===== src/rtl/rv_decode_pipe_if.sv =====
// rv_decode_pipe_if: decode-side inputs, forwarding channels and EXE latch outputs of rv_decode_pipe.
// master drives decode/forwarding/control and receives the EXE latch; slave is the decode stage.
interface rv_decode_pipe_if #(
    parameter int unsigned XLEN    = 64,
    parameter int unsigned NUM_FWD = 3
);
    logic                      DE_V;
    logic [31:0]               DE_IR;
    logic [XLEN-1:0]           DE_NPC;
    logic [XLEN-1:0]           RS1_DATA;
    logic [XLEN-1:0]           RS2_DATA;
    logic [NUM_FWD-1:0]        FWD_V;
    logic [5*NUM_FWD-1:0]      FWD_RD;
    logic [XLEN*NUM_FWD-1:0]   FWD_DATA;
    logic [NUM_FWD-1:0]        FWD_PEND;
    logic                      EXE_STALL;
    logic                      BR_RESOLVE;
    logic                      FLUSH;
    logic                      DE_STALL;
    logic                      EXE_V;
    logic [31:0]               EXE_IR;
    logic [XLEN-1:0]           EXE_NPC;
    logic [XLEN-1:0]           EXE_OP1;
    logic [XLEN-1:0]           EXE_OP2;
    logic [XLEN-1:0]           EXE_STD;
    logic                      EXE_ECALL;

    modport master (
        output DE_V, DE_IR, DE_NPC, RS1_DATA, RS2_DATA,
               FWD_V, FWD_RD, FWD_DATA, FWD_PEND,
               EXE_STALL, BR_RESOLVE, FLUSH,
        input  DE_STALL, EXE_V, EXE_IR, EXE_NPC, EXE_OP1, EXE_OP2, EXE_STD, EXE_ECALL
    );

    modport slave (
        input  DE_V, DE_IR, DE_NPC, RS1_DATA, RS2_DATA,
               FWD_V, FWD_RD, FWD_DATA, FWD_PEND,
               EXE_STALL, BR_RESOLVE, FLUSH,
        output DE_STALL, EXE_V, EXE_IR, EXE_NPC, EXE_OP1, EXE_OP2, EXE_STD, EXE_ECALL
    );
endinterface


===== src/rtl/rv_decode_pipe.sv =====
// rv_decode_pipe: RV64I decode/operand-fetch stage with forwarding, load-use and branch interlocks.
// Define DECODE_PERF_CNT_EN to add saturating PERF_ISSUE/PERF_LD_STALL/PERF_BR_STALL counters.
module rv_decode_pipe #(
    parameter int unsigned XLEN    = 64,
    parameter int unsigned NUM_FWD = 3
) (
    input  logic            CLK,
    input  logic            RESET,
    rv_decode_pipe_if.slave bus
`ifdef DECODE_PERF_CNT_EN
    ,
    output logic [XLEN-1:0] PERF_ISSUE,
    output logic [XLEN-1:0] PERF_LD_STALL,
    output logic [XLEN-1:0] PERF_BR_STALL
`endif
);
    localparam logic [6:0] OPC_LUI    = 7'b0110111;
    localparam logic [6:0] OPC_AUIPC  = 7'b0010111;
    localparam logic [6:0] OPC_JAL    = 7'b1101111;
    localparam logic [6:0] OPC_JALR   = 7'b1100111;
    localparam logic [6:0] OPC_BRANCH = 7'b1100011;
    localparam logic [6:0] OPC_LOAD   = 7'b0000011;
    localparam logic [6:0] OPC_STORE  = 7'b0100011;
    localparam logic [6:0] OPC_OPIMM  = 7'b0010011;
    localparam logic [6:0] OPC_OPIMMW = 7'b0011011;
    localparam logic [6:0] OPC_OP     = 7'b0110011;
    localparam logic [6:0] OPC_OPW    = 7'b0111011;

    localparam logic [1:0] ST_RUN     = 2'd0;
    localparam logic [1:0] ST_LD_WAIT = 2'd1;
    localparam logic [1:0] ST_BR_WAIT = 2'd2;

    logic [1:0]      state, state_nxt;
    logic [31:0]     ir;
    logic [6:0]      opcode;
    logic [2:0]      funct3;
    logic [4:0]      rs1, rs2;
    logic            rs1_use, rs2_use, rtype, ctl;
    logic [XLEN-1:0] rs1_val, rs2_val, imm, op1, op2;
    logic            rs1_pend, rs2_pend, hazard, issue;

    assign ir      = bus.DE_IR;
    assign opcode  = ir[6:0];
    assign funct3  = ir[14:12];
    assign rs1     = ir[19:15];
    assign rs2     = ir[24:20];
    assign rtype   = (opcode == OPC_OP) || (opcode == OPC_OPW);
    assign rs1_use = (opcode != OPC_LUI) && (opcode != OPC_AUIPC) && (opcode != OPC_JAL);
    assign rs2_use = rtype || (opcode == OPC_STORE) || (opcode == OPC_BRANCH);
    assign ctl     = bus.DE_V && ((opcode == OPC_BRANCH) || (opcode == OPC_JAL) || (opcode == OPC_JALR));

    // Operand forwarding: iterate oldest to youngest so channel 0 wins; x0 is hard-wired to zero.
    always_comb begin
        rs1_val  = bus.RS1_DATA;
        rs2_val  = bus.RS2_DATA;
        rs1_pend = 1'b0;
        rs2_pend = 1'b0;
        for (int i = int'(NUM_FWD) - 1; i >= 0; i--) begin
            if (bus.FWD_V[i] && (bus.FWD_RD[5*i +: 5] == rs1)) begin
                rs1_val  = bus.FWD_DATA[XLEN*i +: XLEN];
                rs1_pend = bus.FWD_PEND[i];
            end
            if (bus.FWD_V[i] && (bus.FWD_RD[5*i +: 5] == rs2)) begin
                rs2_val  = bus.FWD_DATA[XLEN*i +: XLEN];
                rs2_pend = bus.FWD_PEND[i];
            end
        end
        if (rs1 == 5'd0) begin
            rs1_val  = '0;
            rs1_pend = 1'b0;
        end
        if (rs2 == 5'd0) begin
            rs2_val  = '0;
            rs2_pend = 1'b0;
        end
    end

    assign hazard = bus.DE_V && ((rs1_use && rs1_pend) || (rs2_use && rs2_pend));

    // Immediate generation
    always_comb begin
        imm = '0;
        case (opcode)
            OPC_OPIMM:  imm = (funct3 == 3'b001 || funct3 == 3'b101) ? XLEN'(ir[25:20])
                                                                    : XLEN'($signed(ir[31:20]));
            OPC_OPIMMW: imm = (funct3 == 3'b001 || funct3 == 3'b101) ? XLEN'(ir[24:20])
                                                                    : XLEN'($signed(ir[31:20]));
            OPC_JALR, OPC_LOAD: imm = XLEN'($signed(ir[31:20]));
            OPC_STORE:  imm = XLEN'($signed({ir[31:25], ir[11:7]}));
            OPC_BRANCH: imm = XLEN'($signed({ir[31], ir[7], ir[30:25], ir[11:8], 1'b0}));
            OPC_LUI, OPC_AUIPC: imm = XLEN'($signed({ir[31:12], 12'b0}));
            OPC_JAL:    imm = XLEN'($signed({ir[31], ir[19:12], ir[20], ir[30:21], 1'b0}));
            default:    imm = '0;
        endcase
    end

    always_comb begin
        op1 = rs1_val;
        if (opcode == OPC_AUIPC || opcode == OPC_JAL || opcode == OPC_BRANCH)
            op1 = bus.DE_NPC - XLEN'(4);
        else if (opcode == OPC_LUI)
            op1 = '0;
        op2 = rtype ? rs2_val : imm;
    end

    assign issue = bus.DE_V && (state != ST_BR_WAIT) && !hazard && !bus.EXE_STALL && !bus.FLUSH;

    assign bus.DE_STALL = bus.EXE_STALL || hazard || (state == ST_BR_WAIT)
                       || (ctl && (state != ST_BR_WAIT) && !hazard && bus.EXE_STALL);

    // State register
    always_ff @(posedge CLK) begin
        if (RESET) state <= ST_RUN;
        else       state <= state_nxt;
    end

    // Next state: EXE_STALL freezes the FSM except that a resolve still releases BR_WAIT
    always_comb begin
        state_nxt = state;
        if (bus.FLUSH) begin
            state_nxt = ST_RUN;
        end else if (bus.EXE_STALL) begin
            if (state == ST_BR_WAIT && bus.BR_RESOLVE) state_nxt = ST_RUN;
        end else begin
            case (state)
                ST_RUN, ST_LD_WAIT: begin
                    if (hazard)         state_nxt = ST_LD_WAIT;
                    else if (ctl)       state_nxt = ST_BR_WAIT;
                    else                state_nxt = ST_RUN;
                end
                ST_BR_WAIT: if (bus.BR_RESOLVE) state_nxt = ST_RUN;
                default:    state_nxt = ST_RUN;
            endcase
        end
    end

    // EXE pipeline latch: bubbles clear only the valid bit
    always_ff @(posedge CLK) begin
        if (RESET) begin
            bus.EXE_V     <= 1'b0;
            bus.EXE_IR    <= '0;
            bus.EXE_NPC   <= '0;
            bus.EXE_OP1   <= '0;
            bus.EXE_OP2   <= '0;
            bus.EXE_STD   <= '0;
            bus.EXE_ECALL <= 1'b0;
        end else if (bus.FLUSH) begin
            bus.EXE_V <= 1'b0;
        end else if (!bus.EXE_STALL) begin
            bus.EXE_V <= issue;
            if (issue) begin
                bus.EXE_IR    <= ir;
                bus.EXE_NPC   <= bus.DE_NPC;
                bus.EXE_OP1   <= op1;
                bus.EXE_OP2   <= op2;
                bus.EXE_STD   <= rs2_val;
                bus.EXE_ECALL <= (ir == 32'h0000_0073);
            end
        end
    end

`ifdef DECODE_PERF_CNT_EN
    // Saturating event counters
    always_ff @(posedge CLK) begin
        if (RESET) begin
            PERF_ISSUE    <= '0;
            PERF_LD_STALL <= '0;
            PERF_BR_STALL <= '0;
        end else begin
            if (issue && !(&PERF_ISSUE))
                PERF_ISSUE <= PERF_ISSUE + XLEN'(1);
            if ((state == ST_LD_WAIT || (state == ST_RUN && hazard)) && !(&PERF_LD_STALL))
                PERF_LD_STALL <= PERF_LD_STALL + XLEN'(1);
            if (state == ST_BR_WAIT && !(&PERF_BR_STALL))
                PERF_BR_STALL <= PERF_BR_STALL + XLEN'(1);
        end
    end
`endif
endmodule


===== src/flat_wrapper.sv =====
// flat-port wrapper written by rule: the top's interface ports become plain ports
module rv_decode_pipe_flat 
#(
    parameter int unsigned XLEN    = 64,
    parameter int unsigned NUM_FWD = 3
)
  (CLK, RESET, bus_DE_V, bus_DE_IR, bus_DE_NPC, bus_RS1_DATA, bus_RS2_DATA, bus_FWD_V, bus_FWD_RD, bus_FWD_DATA, bus_FWD_PEND, bus_EXE_STALL, bus_BR_RESOLVE, bus_FLUSH, bus_DE_STALL, bus_EXE_V, bus_EXE_IR, bus_EXE_NPC, bus_EXE_OP1, bus_EXE_OP2, bus_EXE_STD, bus_EXE_ECALL);
  rv_decode_pipe_if #(.XLEN(XLEN), .NUM_FWD(NUM_FWD)) bus_i ();
  input  logic CLK;
  input  logic RESET;
  input wire logic [$bits(bus_i.DE_V)-1:0] bus_DE_V;
  input wire logic [$bits(bus_i.DE_IR)-1:0] bus_DE_IR;
  input wire logic [$bits(bus_i.DE_NPC)-1:0] bus_DE_NPC;
  input wire logic [$bits(bus_i.RS1_DATA)-1:0] bus_RS1_DATA;
  input wire logic [$bits(bus_i.RS2_DATA)-1:0] bus_RS2_DATA;
  input wire logic [$bits(bus_i.FWD_V)-1:0] bus_FWD_V;
  input wire logic [$bits(bus_i.FWD_RD)-1:0] bus_FWD_RD;
  input wire logic [$bits(bus_i.FWD_DATA)-1:0] bus_FWD_DATA;
  input wire logic [$bits(bus_i.FWD_PEND)-1:0] bus_FWD_PEND;
  input wire logic [$bits(bus_i.EXE_STALL)-1:0] bus_EXE_STALL;
  input wire logic [$bits(bus_i.BR_RESOLVE)-1:0] bus_BR_RESOLVE;
  input wire logic [$bits(bus_i.FLUSH)-1:0] bus_FLUSH;
  output wire logic [$bits(bus_i.DE_STALL)-1:0] bus_DE_STALL;
  output wire logic [$bits(bus_i.EXE_V)-1:0] bus_EXE_V;
  output wire logic [$bits(bus_i.EXE_IR)-1:0] bus_EXE_IR;
  output wire logic [$bits(bus_i.EXE_NPC)-1:0] bus_EXE_NPC;
  output wire logic [$bits(bus_i.EXE_OP1)-1:0] bus_EXE_OP1;
  output wire logic [$bits(bus_i.EXE_OP2)-1:0] bus_EXE_OP2;
  output wire logic [$bits(bus_i.EXE_STD)-1:0] bus_EXE_STD;
  output wire logic [$bits(bus_i.EXE_ECALL)-1:0] bus_EXE_ECALL;
  assign bus_i.DE_V = bus_DE_V;
  assign bus_i.DE_IR = bus_DE_IR;
  assign bus_i.DE_NPC = bus_DE_NPC;
  assign bus_i.RS1_DATA = bus_RS1_DATA;
  assign bus_i.RS2_DATA = bus_RS2_DATA;
  assign bus_i.FWD_V = bus_FWD_V;
  assign bus_i.FWD_RD = bus_FWD_RD;
  assign bus_i.FWD_DATA = bus_FWD_DATA;
  assign bus_i.FWD_PEND = bus_FWD_PEND;
  assign bus_i.EXE_STALL = bus_EXE_STALL;
  assign bus_i.BR_RESOLVE = bus_BR_RESOLVE;
  assign bus_i.FLUSH = bus_FLUSH;
  assign bus_DE_STALL = bus_i.DE_STALL;
  assign bus_EXE_V = bus_i.EXE_V;
  assign bus_EXE_IR = bus_i.EXE_IR;
  assign bus_EXE_NPC = bus_i.EXE_NPC;
  assign bus_EXE_OP1 = bus_i.EXE_OP1;
  assign bus_EXE_OP2 = bus_i.EXE_OP2;
  assign bus_EXE_STD = bus_i.EXE_STD;
  assign bus_EXE_ECALL = bus_i.EXE_ECALL;
  rv_decode_pipe #(.XLEN(XLEN), .NUM_FWD(NUM_FWD)) u_core (.CLK(CLK), .RESET(RESET), .bus(bus_i));
endmodule

===== config.mk =====
export PLATFORM = sky130hd
export DESIGN_NAME = rv_decode_pipe_flat
export DESIGN_NICKNAME = d
export VERILOG_FILES = /design/src/rtl/rv_decode_pipe_if.sv /design/src/rtl/rv_decode_pipe.sv /design/src/flat_wrapper.sv
export SDC_FILE = /design/constraint.sdc
export NUM_CORES = 1
export LEC_CHECK = 0
export CORE_AREA = 4 4 282 284
export CTS_CLUSTER_SIZE = 10
export DETAILED_ROUTE_END_ITERATION = 12
export DIE_AREA = 0 0 286 288
export PLACE_DENSITY = 0.55
export SYNTH_ARGS = -nofsm -noshare
export SYNTH_HDL_FRONTEND = slang
export SYNTH_SLANG_ARGS = --single-unit
export TNS_END_PERCENT = 30

===== constraint.sdc =====
create_clock -name CLK -period 3.9 [get_ports CLK]
set_clock_uncertainty 0.2 [all_clocks]
set_input_delay 0.78 -clock CLK [delete_from_list [all_inputs] [get_ports CLK]]
set_output_delay 0.78 -clock CLK [all_outputs]
set_load 0.01 [all_outputs]

* Word-level counts from Yosys, hierarchy flattened
Index checks and enable logic that the tools add are counted.
** Word-level totals
- Input port bits :: 443
- Bits in registers :: 292
- Logic and storage cells :: 111
- Output and inout port bits :: 291
** Operators by class
- Equal/unequal tests :: 28
- Multiplexer cells :: 28
- $add $sub $neg :: 1
- Bitwise gates (word level) :: 2
- Reductions and logical operators :: 44
** Operators by type and width (number)
- $mux W64 :: 13
- $pmux W64 S7 :: 1
- $sub A64 B3 Y64 const B :: 1
- $eq A32 B7 Y1 const B :: 1
- $eq A5 B5 Y1 :: 6
- $eq A7 B6 Y1 const B :: 4
- $eq A7 B5 Y1 const B :: 3
- $eq A7 B7 Y1 const B :: 3
- $logic_and A1 B1 Y1 :: 20
- $logic_or A1 B1 Y1 :: 12
- $logic_not A5 Y1 :: 2
- $mux W2 :: 5
- $mux W1 :: 8
- $reduce_or A2 Y1 :: 4
- $eq A7 B2 Y1 const B :: 1
- $ne A7 B5 Y1 const B :: 1
- $ne A7 B6 Y1 const B :: 1
- $ne A7 B7 Y1 const B :: 1
- $pmux W2 S2 :: 1
- $eq A3 B1 Y1 const B :: 1
- $eq A3 B3 Y1 const B :: 1
- $logic_not A1 Y1 :: 3
- $ne A3 B3 Y1 const B :: 1
- $reduce_and A3 Y1 :: 1
- other kinds (7) :: 8

* Logic depth before layout (Yosys ltp)
- Depth after elaboration :: 14
- Mapped depth :: 12
- Depth with buffers taken out :: 9

* Worst setup path before layout
Ideal clock, no wire load.
- Kind :: input to register
- From :: in bus_DE_NPC[14]
- To :: reg u_core.bus.EXE_OP1[57]
- Buffers on the path :: 3
- Required time :: 3.621 ns
- Slack :: 0.374 ns
- Arrival :: 3.247 ns
- Stages on the path :: 10
- Cell sequence :: buf_6 > or4_4 > or4_1 > buf_2 > or3_1 > buf_6 > nor4_4 > xor2_1 > a21oi_1 > a211oi_2
** Between the ends
- Cells in the longest elaborated chain, start to end :: 2
** Ends and longest elaborated chain
- from (decl) :: RTL line flat_wrapper.sv:13 : input wire logic [$bits(bus_i.DE_NPC)-1:0] bus_DE_NPC;
- $sub A64 B3 Y64 :: RTL line rv_decode_pipe.sv:100 : op1 = bus.DE_NPC - XLEN'(4);
- $mux W64 :: RTL line rv_decode_pipe.sv:99 : if (opcode == OPC_AUIPC || opcode == OPC_JAL || opcode == OPC_BRANCH)
- to (signal assigned) :: RTL line rv_decode_pipe.sv:154 : bus.EXE_OP1 <= op1;
- to (decl) :: RTL line rv_decode_pipe_if.sv:39 : output DE_STALL, EXE_V, EXE_IR, EXE_NPC, EXE_OP1, EXE_OP2, EXE_STD, EXE_ECALL
No other way between the ends.
A chain may end at the register's enable or synchronous reset.

* Final worst setup path
- From :: in bus_DE_NPC[9]
- To :: reg u_core.bus.EXE_OP1[39]
The elaborated chain is that of the path after synthesis.

==> results.yml <==
hold_path:
  min_path_type: "primary input to register"
worst_setup_path:
  crit_arrival_ns: 4.02
  required_ns: 4.10
  worstSetupPathType: "primary input to register"
  crit_path_end_kind: "register"
  startpoint_type: "primary input"
  crit_fanout: 5
timing:
  hold_viol: 0
  timing.hold.ws_ns: 0.235
  worst_pin_slew_ns: 1.23
  min_period_over_period: 0.979
  period_minus_slack_ns: 3.82
  rsz0062_at_grt: "no"
  relSlewSlack: 0.175
  fmax_ghz: 0.262
  worst_slack_ns: 0.0826
  setup_tns_ns: 0
  slew_violations: 0
  finalSetupViolCount: 0
logic_synthesis:
  synth_edf_count: 0
  synth_cell_types: 66
  synth_fp_nets: 2634
  netlist.area_leader.share: 0.360
  syn_inst: 2190
  synth_seq_area_share: 0.360
  async_reset_ff_frac: 0
  synthTopCellsByArea: "dfxtp_1, nand2_1, a211oi_1"
  synthTopCellsByCount: "nand2_1, nor2_1, dfxtp_1, a21oi_1, clkbuf_1"
  ys_warn_count: 0
  ys_ff_latch: 292
  yosys.area.top_type: "dfxtp_1"
  yosysMostFrequentCell: "nand2_1"
  synth_ff_type: "dfxtp_1"
  syn_area_um2: 16200
  syn_area_per_cell_um2: 7.41
detailed_routing:
  dr.pass1.iters: 7
  wirelength_mm: 115
  drt_iter0_drc: 2104
  post_drt_wl_per_cell_um: 27.7
  drcViolationCount: 0
  viasPerCell: 5.11
  final_antenna_net_count: 0
  num_vias: 21200
global_route:
  antenna_found_initial: 19
  grt_pass1_vias: 20700
  grt-ovfl-total: 0
  met3_usage: 0.0652
  grt_use_total: 0.263
  top_usage_layer: "met2"
  grt_pass1_wl_mm: 157
  met2_usage: 0.431
  grt_max_degree: 147
  grt_use_met1: 0.343
clocking:
  cts_buffer_depth: 3
  clkTransAtPathRegs_ns: 0.06
  hold_buffers: 0
  cts_tree: "done"
  clockRootBuffer: "clkbuf_16"
  htree_levels: 2
  numClockSinks: 292
  clk_latency_ns: 0.57
  cts_buffers: 40
layout:
  fin_area_um2: 28400
  nFillCells: 8156
  nets: 3521
  layout-drive-gt1-share: 0.141
  syn_to_final_growth_pct: 75.0
die:
  core_area_um2: 77100
  die_height_um: 288
  row_count: 102
  die_x_um: 286
  start_util: 0.211
  ios: 734
  dieArea_um2: 82400
pwr:
  power.total_mw: 9.15
  p_leak_nw: 10.3
  powerDensity_nw_per_um2: 322
  peakVddDrop_uv: 298
placement:
  dpl.hpwl_mm: 91.4
  dpl_cell_area_um2: 27100
  port_buffers: 733
  routabilityCongestion: 0.907
  post-place-ws_ns: -0.422
outcome:
  outcome: "finished, final reports clean"
run:
  max-cap-violations: 0
## metrics by stage
stage          utilization  instances
2_1_floorplan            -       2190
3_3_place_gp         0.351       4074
3_5_place_dp         0.351       4074
4_1_cts              0.368       4144
5_1_grt              0.368       4151
6_report             0.368       4155
## worst max-delay path, stage by stage
cell and delay (ns):
clkdlybuf4s50_1 0.42, or4_1 0.74, or4_1 0.48, buf_4 0.16, or3_1 0.50, buf_4 0.24
nor3_2 0.17, xor2_1 0.10, a221oi_1 0.31, a211oi_1 0.12
## what timing repair did
action | CTS | global route
setup endpoints to repair | 1 | 1
buffers inserted | 0 | 1
pin swaps | 1 | 4
resized for setup | 5 | 4
## registers in the layout, summed over array words and instances (netlist names)
signal and cells:
u_core.bus.EXE_ECALL 1, u_core.bus.EXE_IR 32, u_core.bus.EXE_NPC 64, u_core.bus.EXE_OP1 64, u_core.bus.EXE_OP2 64, u_core.bus.EXE_STD 64
u_core.bus.EXE_V 1, u_core.state 2
## final cells by class
type,instances,area [um^2],share of cell area
repair buffers,1055,10200,0.360
multi-input cells,1677,9670,0.341
flip-flops and latches,292,5850,0.206
well taps,1040,1300,0.0458
clock buffers,59,1140,0.0402
clock inverters,11,148,0.00520
inverters,11,41.3,0.00145
diodes,10,25.0,0.000881
## cell families (layout without fill, tap and decap cells)
logic type / after synthesis / in the layout / share of synthesized area
AND/OR/NAND/NOR: 913 / 913 / 0.245
AO/OA/AOI/OAI: 646 / 646 / 0.275
flip-flops: 292 / 292 / 0.360
buffers and inverters: 221 / 1136 / 0.0521
XOR/XNOR: 87 / 87 / 0.0470
multiplexers: 30 / 30 / 0.0200
adder cells (fa/ha/maj): 1 / 1 / 0.000771
other: 0 / 10 / 0
## layout by cell type (no fill, tap or decap), drive strengths merged, types with 59 or more instances in the layout
master	Yosys	layout
nor2	297	297
nand2	375	375
a211oi	185	185
nor3	96	96
a21oi	241	241
clkbuf	197	59
buf	13	324
dfxtp	292	292
clkdlybuf4s50	0	728
a221oi	75	75
## layer usage
| metal | vias to the layer above | share of wire |
|---|---|---|
| li1 | 9739 | - |
| met1 | 10200 | 0.42 |
| met2 | 1082 | 0.46 |
| met3 | 192 | 0.088 |
| met4 | 10 | 0.032 |
| met5 | - | 0.00060 |
## where the power goes
| part | internal [mW] | switching, mW |
|---|---|---|
| sequential | 3.12 | 0.0821 |
| combinational | 1.11 | 1.09 |
| clock | 2.22 | 1.51 |
## final timing paths
path / startpoint / to / slack [ns] / cells past startpoint
setup / recovery: bus_DE_NPC[9] / u_core.bus.EXE_OP1[39] / 0.08 / 10
hold / removal: RESET / u_core.bus.EXE_IR[9] / 0.23 / 2
setup reg to reg: u_core.state[0] / u_core.bus.EXE_OP1[5] / 1.55 / 7
hold reg to reg: u_core.bus.EXE_NPC[55] / u_core.bus.EXE_NPC[55] / 0.25 / 2
No activity file was read; power rests on OpenSTA's default activity.
